### src/rtl/find_segment_sched.sv
// find_segment_sched: time-shares one find_segment among NREQ requesters.
// Frames latched on bx_start, issued lowest-id first, results tagged by id.
//
// Ports:
//   clk, rst          clock, synchronous active-high reset
//   bx_start          frame start; latches req_v/req_ph/req_q
//   req_v/ph/q        per-requester valid, pattern phi, pattern quality
//   fs_ph_pat/ph_q    issue bus to find_segment (ph_q=0 when idle)
//   fs_vid/hid/cid/sid  match results from find_segment
//   res_*             tagged, registered results (res_v 1-cycle)
//   done/overrun      frame complete / frame aborted pulses
//   drop_cnt          saturating count of dropped requests
module find_segment_sched #(
    parameter int NREQ      = 4,
    parameter int BW_PAT    = 7,
    parameter int SEG_CH    = 2,
    parameter int MATCH_LAT = 1,
    localparam int IDW      = (NREQ > 1) ? $clog2(NREQ) : 1
) (
    input  logic                   clk,
    input  logic                   rst,
    input  logic                   bx_start,
    input  logic [NREQ-1:0]        req_v,
    input  logic [NREQ*BW_PAT-1:0] req_ph,
    input  logic [NREQ*6-1:0]      req_q,
    output logic [BW_PAT-1:0]      fs_ph_pat,
    output logic [5:0]             fs_ph_q,
    input  logic [SEG_CH-1:0]      fs_vid,
    input  logic [1:0]             fs_hid,
    input  logic [2:0]             fs_cid,
    input  logic                   fs_sid,
    output logic                   res_v,
    output logic [IDW-1:0]         res_id,
    output logic [SEG_CH-1:0]      res_vid,
    output logic [1:0]             res_hid,
    output logic [2:0]             res_cid,
    output logic                   res_sid,
    output logic                   done,
    output logic                   overrun,
    output logic [7:0]             drop_cnt
);

    typedef enum logic [1:0] {
        S_IDLE,
        S_ISSUE,
        S_DRAIN
    } state_t;

    // All tag stages except the oldest; the oldest pops on this edge.
    localparam logic [MATCH_LAT:0] YMASK =
        {(MATCH_LAT + 1){1'b1}} >> 1;

    state_t state, state_d;

    logic [NREQ-1:0]        pend;
    logic [NREQ*BW_PAT-1:0] ph_lat;
    logic [NREQ*6-1:0]      q_lat;
    logic [MATCH_LAT:0]     tv;
    logic [IDW-1:0]         tid [MATCH_LAT+1];
    logic                   zdone;

    logic [IDW-1:0]  grant;
    logic            found;
    logic [NREQ-1:0] pend_left;
    logic [3:0]      ndrop;
    logic [8:0]      drop_sum;
    logic            grant_en;
    logic            young_busy;
    logic            done_d;
    logic            overrun_d;

    always_comb begin
        grant = '0;
        found = 1'b0;
        ndrop = '0;
        for (int i = 0; i < NREQ; i++) begin
            if (pend[i] && !found) begin
                grant = IDW'(i);
                found = 1'b1;
            end
            ndrop = ndrop + 4'(pend[i]);
        end
    end

    assign pend_left  = pend & ~(NREQ'(1) << grant);
    assign drop_sum   = {1'b0, drop_cnt} + 9'(ndrop);
    assign young_busy = |(tv & YMASK);

    always_ff @(posedge clk) begin
        if (rst) state <= S_IDLE;
        else     state <= state_d;
    end

    always_comb begin
        state_d  = state;
        grant_en = 1'b0;
        if (bx_start) begin
            state_d = (|req_v) ? S_ISSUE : S_IDLE;
        end else begin
            unique case (state)
                S_ISSUE: begin
                    grant_en = 1'b1;
                    if (pend_left == '0) state_d = S_DRAIN;
                end
                S_DRAIN: begin
                    if (!young_busy) state_d = S_IDLE;
                end
                default: ;
            endcase
        end
        // Final drain edge signals done even if a new frame starts.
        done_d    = zdone | (state == S_DRAIN && !young_busy);
        overrun_d = bx_start && state == S_ISSUE;
    end

    always_ff @(posedge clk) begin
        if (rst) begin
            pend      <= '0;
            ph_lat    <= '0;
            q_lat     <= '0;
            zdone     <= 1'b0;
            fs_ph_pat <= '0;
            fs_ph_q   <= '0;
            tv        <= '0;
            for (int i = 0; i <= MATCH_LAT; i++) tid[i] <= '0;
            res_v     <= 1'b0;
            res_id    <= '0;
            res_vid   <= '0;
            res_hid   <= '0;
            res_cid   <= '0;
            res_sid   <= 1'b0;
            done      <= 1'b0;
            overrun   <= 1'b0;
            drop_cnt  <= '0;
        end else begin
            zdone   <= bx_start && !(|req_v);
            done    <= done_d;
            overrun <= overrun_d;
            if (bx_start) begin
                pend   <= req_v;
                ph_lat <= req_ph;
                q_lat  <= req_q;
            end else if (grant_en) begin
                pend <= pend_left;
            end
            if (overrun_d) begin
                drop_cnt <= drop_sum[8] ? 8'hFF : drop_sum[7:0];
            end
            if (grant_en) begin
                fs_ph_pat <= ph_lat[grant*BW_PAT +: BW_PAT];
                fs_ph_q   <= q_lat[grant*6 +: 6];
            end else begin
                fs_ph_q   <= '0;
            end
            tv[0]  <= grant_en;
            tid[0] <= grant;
            for (int i = 1; i <= MATCH_LAT; i++) begin
                tv[i]  <= tv[i-1];
                tid[i] <= tid[i-1];
            end
            res_v <= tv[MATCH_LAT];
            if (tv[MATCH_LAT]) begin
                res_id  <= tid[MATCH_LAT];
                res_vid <= fs_vid;
                res_hid <= fs_hid;
                res_cid <= fs_cid;
                res_sid <= fs_sid;
            end
        end
    end

endmodule

### config.mk
export PLATFORM = sky130hd
export DESIGN_NAME = find_segment_sched
export DESIGN_NICKNAME = d
export VERILOG_FILES = /design/src/rtl/find_segment_sched.sv
export SDC_FILE = /design/constraint.sdc
export NUM_CORES = 1
export LEC_CHECK = 0
export ABC_AREA = 1
export ABC_CLOCK_PERIOD_IN_PS = 5200
export BUFFER_PORTS_ARGS = -buffer_cell sky130_fd_sc_hd__buf_2
export CAP_MARGIN = 30
export CORE_ASPECT_RATIO = 1.2
export CORE_MARGIN = 3
export CORE_UTILIZATION = 57
export DETAILED_ROUTE_END_ITERATION = 8
export GPL_ROUTABILITY_DRIVEN = 0
export GPL_TIMING_DRIVEN = 0
export MAX_ROUTING_LAYER = met4
export PLACE_DENSITY = 0.89
export SETUP_SLACK_MARGIN = 0.1
export SLEW_MARGIN = 30
export SYNTH_ARGS = -nofsm -noshare
export SYNTH_HDL_FRONTEND = slang
export SYNTH_SLANG_ARGS = --single-unit
### constraint.sdc
create_clock -name clk -period 5.2 [get_ports clk]
set_clock_uncertainty 0.2 [all_clocks]
set_input_delay 0.52 -clock clk [delete_from_list [all_inputs] [get_ports clk]]
set_output_delay 0.52 -clock clk [all_outputs]
set_load 0.01 [all_outputs]
# After elaboration in Yosys (flattened, before gate mapping)
# Memory sizes are Yosys's and may differ from the RTL's. A register that Yosys moved wholly into a read port is not among the register bits.
# Cells that the tools add are included.
[totals] register_bits=93 latch_bits=0 ramBits=4 mem_bits_ro=0 in_bits=67 output_inout_bits=34 wordCells=74 n_memories=1
[classes] add_sub_neg=4 n_mul=2 n_div=0 n_lt_le_gt_ge=0 eq_ne=4 shift=3 n_mux=21 n_bitwise=6 reduce_logical=17
[memory_table] memory="tid" words=2 width=2 read_ports=2 rd_ports_with_merged_regs=1 wr=2 line="59" rtl="logic [IDW-1:0] tid [MATCH_LAT+1];"
[ops] op="variable part select 28 x 6 -> 7 bit" count=1
[ops] op="variable part select 24 x 6 -> 6 bit" count=1
[ops] op="2-to-1 mux 2 bit" count=7
[ops] op="2-to-1 mux 1 bit" count=10
[ops] op="adder 8 x 4 -> 9 bit" count=1
[ops] op="2-to-1 mux 4 bit" count=2
[ops] op="2-to-1 mux 8 bit" count=1
[ops] op="logical AND 1 bit" count=6
[ops] op="inequality test 3 bit (second input constant)" count=2
[ops] op="logical NOT 1 bit" count=5
[ops] op="multiplier 2 x 3 -> 5 bit (second input constant)" count=1
[ops] op="adder 3 x 1 -> 4 bit" count=1
[ops] op="bitwise AND 4 bit" count=1
[ops] op="logical NOT 4 bit" count=1
[ops] op="multiplier 2 x 2 -> 4 bit (second input constant)" count=1
[ops] op="NOT 4 bit" count=1
[ops] op="one-hot mux 2 bit (2 select lines)" count=1
[ops] op="OR reduction 4 bit" count=1
[ops] op="<< shifter 1 x 2 -> 4 bit (first input constant)" count=1
[ops] op="adder 2 x 1 -> 3 bit" count=1
[ops] op="OR 1 bit" count=3
[ops] op="AND reduction 3 bit" count=1
[ops] op="nonzero test 3 bit" count=1
[ops] op="adder 1 x 1 -> 2 bit" count=1
[ops] op="5 further kinds" count=5

# Depth between registers and ports, before layout
# Gate-level depths: netlist of run 1.
[depth] ltp_word=17 mapped_depth=12 mapped_depth_nobuf=12

# Worst setup path after synthesis of run 1
# No wires, ideal clock.
[synth_timing] path_kind="reg2reg" start="register drop_cnt[0]" end="register drop_cnt[3]" setup_ns=0.056 arrival_time_ns=2.083 required_time_ns=4.944 slack_ns=2.860 path_stages_with_launch=12 n_path_buf=0 period_less_slack_ns=2.340 cell_sequence="dfxtp_1 -> fa_1 -> inv_1 -> fa_1 -> inv_1 -> fa_1 -> inv_1 -> nor2_1 -> nand3_2 -> nand3_1 -> nand2_1 -> inv_1"
[synth_via] elab_chain_cells=2
[synth_lines] item="start, declared" line="40" rtl="output logic [7:0] drop_cnt"
[synth_lines] item="start signal, assigned" line="147" rtl="drop_cnt <= drop_sum[8] ? 8'hFF : drop_sum[7:0];"
[synth_lines] item="adder 8 x 4 -> 9 bit" line="86" rtl="assign drop_sum = {1'b0, drop_cnt} + 9'(ndrop);"
[synth_lines] item="2-to-1 mux 8 bit" line="147"
# No other way between the ends.
# A chain may end at the register's enable or synchronous reset.

# Final worst setup path of run 1
[layout_timing] start="register pend[0]" end="register drop_cnt[7]"
[layout_via] elab_chain_cells=5
[layout_lines] item="start, declared" line="55" rtl="logic [NREQ-1:0] pend;"
[layout_lines] item="start signal, assigned" line="140" rtl="pend <= req_v;"
[layout_lines] item="start signal, assigned" line="144" rtl="pend <= pend_left;"
[layout_lines] item="adder 1 x 1 -> 2 bit" line="81" rtl="ndrop = ndrop + 4'(pend[i]);"
[layout_lines] item="adder 2 x 1 -> 3 bit" line="81"
[layout_lines] item="adder 3 x 1 -> 4 bit" line="81"
[layout_lines] item="adder 8 x 4 -> 9 bit" line="86"
[layout_lines] item="2-to-1 mux 8 bit" line="147"
# No other way between the ends.

==> impl_metrics.yaml, run 1 <==
status:
  status: "finished, final reports clean"
layout:
  final_common_cell: "nand3_1"
  layout_common_cells: "nand3_1, buf_2, dfxtp_1"
  drive_above_1_share_pct: 22.1
  fillCellCount: 541
  diodes: 0
  final_area_sq_um: 5010
  final_util_pct: 71.8
  syn_to_final_growth_pct: 19.7
  layout.cells.non_filler: 775
  layout.nets: 754
sta:
  rsz0062_at_grt: "false"
  period_needed_ns: 2.66
  timing.hold.ws_ns: 0.174
  worst_slack_ns: 2.54
  slew_viol_final: 0
  setup_tns_ns: 0
  setup_viol: 0
  maxSlewHeadroom_pct: 68.7
  fmax_mhz: 376
  tightestPinTransition_ns: 0.465
  hold_viol: 0
  period_share_pct: 51.1
worst_setup_path:
  r2r_setup_slack_ns: 2.54
  end_kind: "flip-flop"
  cp_max_fo: 6
  r2r_end: "drop_cnt[7]"
  critPathKind: "reg -> reg"
  cp.arrival_ns: 2.77
  reg2reg_depth: 11
  cp.required_ns: 5.32
  cp_common_cell: "inv_1"
  slowest_stage: "fa_1"
  crit-reg2reg-launch: "pend[0]"
  cp_cell_sequence: "fa_1 -> inv_1 -> fa_1 -> inv_1 -> fa_1 -> inv_1 -> nor2_1 -> nand3_2 -> nand3_1 -> nand2_1 -> inv_1"
  cp-start-kind: "flip-flop"
  critPathMaxStageDelay_ns: 0.54
global_routing:
  grt_pass1_wl_um: 18000
  grt_use_total_pct: 27.2
  antenna_found_initial: 0
  grt_max_degree: 17
  grt_remaining_overflow: 0
  grt_pass1_vias: 4080
clock_tree:
  cts_buffers: 9
  post-cts-setup-buffer-count: 0
  cts_tree: "done"
  clk_pin_slew_ns: 0.09
  cts_buffer_depth: 2
  cts.htree.levels: 3
  cts-resized-gates: 0
  cts_hold_buffers: 0
  clockRootBuffer: "clkbuf_8"
  clock-sinks: 99
  worst_skew_pair.late_latency_ns: 0.37
synth:
  yosys-top-cells-area: "dfxtp_1, nand3_1, nand2_1, o21ai_0, inv_1"
  ys_ff_latch: 99
  yosysWarnings: 0
  yosysSeqAreaShare_pct: 47.4
  syn-num-nets: 645
  synth_top_cell_by_area: "dfxtp_1"
  yosys.cell_types.count: 25
  syn_area_per_cell_sq_um: 7.29
  yosys.area.top_type_share_pct: 47.4
  netlist_area_sq_um: 4190
  synth_cells: 574
worst_hold_path:
  hold_end: "res_cid[1]"
  min_from: "fs_cid[1]"
  min_path_type: "in -> reg"
  worstHoldPathCells: 3
detailed_routing:
  routed_wl_um: 10800
  via_per_inst: 5.40
  wl_per_cell_um: 14.0
  dr.pass1.iters: 5
  route.detailed.drc: 0
  drtIter0Drc: 268
  antenna_left: 0
  vias: 4183
place:
  placed_area_sq_um: 4780
  place.detailed.hpwl_um: 7860
  post-place-ws_ns: 2.61
  portBuffers: 98
  placed_cells: 759
floorplan:
  coreArea_sq_um: 6980
  die_area_sq_um: 8410
  start_util_pct: 60.0
  dieWidth_um: 84.2
  dieHeight_um: 99.9
  io_pins: 101
  row_count: 33
run:
  cap_violations: 0
power_and_ir_drop:
  leakage_nw: 2.43
  finalPower_mw: 1.57
  max-vdd-ir-drop_mv: 0.209
  power_density_nw_per_um2: 313
==> per-layer routing <==
layer,track usage [%],part of all wire [%]
met1,30.6,41
met2,45.5,49
met3,5.99,6.8
met4,13.6,3.5
met5,-,0
==> critical path, delay by kind of cell (launching register included) <==
| kind | cells | cell delay, ns |
|---|---|---|
| fa+ha+maj | 3 | 1.15 |
| buf+inv | 4 | 0.32 |
| flops | 1 | 0.39 |
| simple gates | 4 | 0.57 |
==> kinds of logic (layout without fill, tap and decap cells) <==
group | Yosys count | in the layout | share of synthesized area, %
simple gates | 259 | 259 | 27.8
buf+inv | 127 | 241 | 12.7
flops | 99 | 99 | 47.4
compound gates | 84 | 84 | 10.3
fa+ha+maj | 4 | 4 | 1.73
xor+xnor | 1 | 1 | 0.209
==> Yosys cell counts <==
cell type,number
inv_1,85
o21ai_2,1
nand3_2,1
nand2_1,91
nand3_1,116
clkbuf_1,13
nor4_1,1
buf_4,4
nand2_2,3
nor2_1,39
nor2_2,3
buf_2,13
nand2_4,2
buf_6,3
ha_1,1
dfxtp_1,99
nand4_1,2
xor2_1,1
nor3_1,1
fa_1,3
inv_2,8
buf_1,1
a31oi_1,4
a21oi_1,12
o21ai_0,67
==> how the worst max path moves through the flow <==
| stage | from | end | slack, ns | cells after the start |
|---|---|---|---|---|
| global route | pend[0] | drop_cnt[5] | 2.35 | 11 |
| global placement | pend[0] | drop_cnt[7] | 2.71 | 11 |
| finish | pend[0] | drop_cnt[7] | 2.54 | 11 |
| floorplan | drop_cnt[0] | drop_cnt[3] | 2.86 | 11 |
| detailed placement | pend[0] | drop_cnt[5] | 2.61 | 11 |
| CTS | pend[0] | drop_cnt[7] | 2.54 | 11 |
==> sequential cells by signal, indices dropped and copies added, names as in the netlist <==
| name | flops |
|---|---|
| done | 1 |
| drop_cnt | 8 |
| fs_ph_pat | 7 |
| fs_ph_q | 6 |
| overrun | 1 |
| pend | 4 |
| ph_lat | 28 |
| q_lat | 24 |
| res_cid | 3 |
| res_hid | 2 |
| res_id | 2 |
| res_sid | 1 |
| res_v | 1 |
| res_vid | 2 |
| state | 2 |
| tid | 4 |
| tv | 2 |
| zdone | 1 |
==> power breakdown <==
group          internal, mW  switching, mW
clock                 0.285          0.266
sequential            0.795         0.0162
combinational        0.0783          0.129
==> layout make-up <==
type | instances | area, sq um | area share (%)
clock buffers | 10 | 138 | 2.75
repair buffers | 98 | 490 | 9.79
clock inverters | 6 | 87.6 | 1.75
flip-flops and latches | 99 | 1980 | 39.6
plain buffers | 34 | 181 | 3.62
inverters | 93 | 349 | 6.97
well taps | 87 | 109 | 2.17
multi-input cells | 348 | 1670 | 33.4
Note: power is estimated with default switching activity, not from simulation.
==> inputs of run 2 (changes only) <==
--- a/config.mk
+++ b/config.mk
@@ -6,17 +6,17 @@
 export NUM_CORES = 1
 export LEC_CHECK = 0
 export ABC_AREA = 1
-export ABC_CLOCK_PERIOD_IN_PS = 5200
+export ABC_CLOCK_PERIOD_IN_PS = 2400
 export BUFFER_PORTS_ARGS = -buffer_cell sky130_fd_sc_hd__buf_2
 export CAP_MARGIN = 30
 export CORE_ASPECT_RATIO = 1.2
 export CORE_MARGIN = 3
-export CORE_UTILIZATION = 57
+export CORE_UTILIZATION = 48
 export DETAILED_ROUTE_END_ITERATION = 8
 export GPL_ROUTABILITY_DRIVEN = 0
 export GPL_TIMING_DRIVEN = 0
 export MAX_ROUTING_LAYER = met4
-export PLACE_DENSITY = 0.89
+export PLACE_DENSITY = 0.81
 export SETUP_SLACK_MARGIN = 0.1
 export SLEW_MARGIN = 30
 export SYNTH_ARGS = -nofsm -noshare
==> constraint.sdc (replaced) <==
create_clock -name clk -period 2.4 [get_ports clk]
set_clock_uncertainty 0.2 [all_clocks]
set_input_delay 0.24 -clock clk [delete_from_list [all_inputs] [get_ports clk]]
set_output_delay 0.24 -clock clk [all_outputs]
set_load 0.01 [all_outputs]
==> run 2 against run 1 <==
Effect of this change:
- combinational power rose to 2.6 times the previous value
- routed wire length rose by 8.3%
- final area rose by 15%
- die area rose by 17%
- highest routed layer unchanged
==> impl_metrics.yaml, run 2 (synthesis results as in run 1) <==
status:
  status: "finished, final reports clean"
detailed_routing:
  drtIter0Drc: 347
  antenna_left: 0
  route.detailed.drc: 0
  routed_wl_um: 11700
  vias: 4423
  dr.pass1.iters: 5
  wl_per_cell_um: 13.4
  via_per_inst: 5.07
run:
  cap_violations: 0
global_routing:
  grt_pass1_wl_um: 19600
  grt_pass1_vias: 4323
  grt_max_degree: 18
  grt_use_total_pct: 25.2
  antenna_found_initial: 0
  use_met1_pct: 28.3
  grtUsageMet3_pct: 4.59
  grt_remaining_overflow: 0
  grt.busiest_layer: "met2"
  gr-usage-met2_pct: 45.6
sta:
  maxSlewHeadroom_pct: 70.4
  rsz0062_at_grt: "true"
  setup_viol: 0
  fmax_mhz: 429
  setup_tns_ns: 0
  hold_viol: 0
  timing.hold.ws_ns: 0.210
  period_share_pct: 97.2
  period_needed_ns: 2.33
  tightestPinTransition_ns: 0.444
  slew_viol_final: 0
floorplan:
  dieHeight_um: 108
  dieWidth_um: 91.2
  io_pins: 101
  start_util_pct: 50.5
  row_count: 36
  die_area_sq_um: 9880
  coreArea_sq_um: 8290
clock_tree:
  clk_pin_slew_ns: 0.10
  worst_skew_pair.late_latency_ns: 0.37
  clockRootBuffer: "clkbuf_8"
  cts.htree.levels: 3
  cts_buffers: 9
  clock-sinks: 99
  cts_tree: "done"
  cts_buffer_depth: 2
worst_setup_path:
  critPathKind: "reg -> reg"
  crit-reg2reg-launch: "drop_cnt[0]"
  cp_max_fo: 3
  r2r_setup_slack_ns: 0.07
  reg2reg_depth: 10
  cp.required_ns: 2.50
  cp-start-kind: "flip-flop"
  endpoint: "drop_cnt[6]"
  r2r_end: "drop_cnt[6]"
  end_kind: "flip-flop"
  startpoint: "drop_cnt[0]"
  cp.arrival_ns: 2.43
power_and_ir_drop:
  finalPower_mw: 3.27
  power_density_nw_per_um2: 569
  max-vdd-ir-drop_mv: 0.361
  leakage_nw: 2.71
layout:
  layout_common_cells: "nand3_1, buf_2, dfxtp_1"
  final_common_cell: "nand3_1"
  largest_register: "ph_lat"
  largest_reg_flops: 28
  diodes: 0
  layout.nets: 825
  final_util_pct: 69.4
  syn_to_final_growth_pct: 37.4
  drive_above_1_share_pct: 22.1
  reg.largest.list: "ph_lat (28), q_lat (24), drop_cnt (8)"
worst_hold_path:
  worstHoldPathCells: 2
  min_path_type: "reg -> reg"
place:
  portBuffers: 98
  place.detailed.hpwl_um: 7820
[run 2: cell types whose count changed in the layout (fill, tap and decap cells not counted), sizes merged]
cell,previous run,this run
dlygate4sd3,0,69
bufinv,2,0
buf,119,121
clkinvlp,0,4
clkbuf,23,22
clkinv,3,2
[run 2: layout make-up]
cell class	count	area (sq um)
buffer	34	181
multi-input combinational	348	1720
timing repair buffer	169	1200
clock buffer	9	124
clock inverter	7	52.6
fill	704	2540
tap	114	143
inverter	93	349
sequential	99	1990
[run 2: worst max-delay path: stages, from the launching register on]
cell and delay (ns):
dfxtp_2 0.35, fa_1 0.55, inv_2 0.04, fa_2 0.33, inv_2 0.07, fa_2 0.22
buf_4 0.13, nand4_1 0.13, nand2_1 0.10, nand2_1 0.05, nor2_1 0.09
[run 2: how the worst min path moves through the flow]
stage	to	from
3_3_place_gp	tid[1][0]	tid[0][0]
6_report	tid[1][0]	tid[0][0]
5_1_grt	tid[1][1]	tid[0][1]
3_5_place_dp	tid[1][0]	tid[0][0]
2_1_floorplan	res_cid[0]	fs_cid[0]
4_1_cts	tid[1][0]	tid[0][0]
[run 2: stage by stage]
step / cell area [sq um] / instances / setup slack [ns]
2_1_floorplan: 4190 / 574 / 0.117
3_3_place_gp: 4820 / 786 / -0.0156
3_5_place_dp: 4820 / 786 / -0.0890
4_1_cts: 5750 / 873 / 0.0678
5_1_grt: 5750 / 873 / -0.0834
6_report: 5750 / 873 / 0.0679
[run 2: power breakdown]
part	switching [mW]	total, mW	internal (mW)
registers	0.0328	1.75	1.72
clock network	0.595	0.975	0.380
logic	0.297	0.542	0.245
[run 2: timing repair]
item                                    CTS  global route
endpoints found under the hold margin    68             0
pin swaps                                 5             6
hold buffers                             69             0
endpoints found under the setup margin    8             8
gates resized for setup                  14             4
setup buffers                             2             0
[run 2: routing by layer]
layer,vias up,wire [um]
met5,-,0
li1,2180,-
met2,177,6100
met4,0,174
met1,2042,4760
met3,24,685
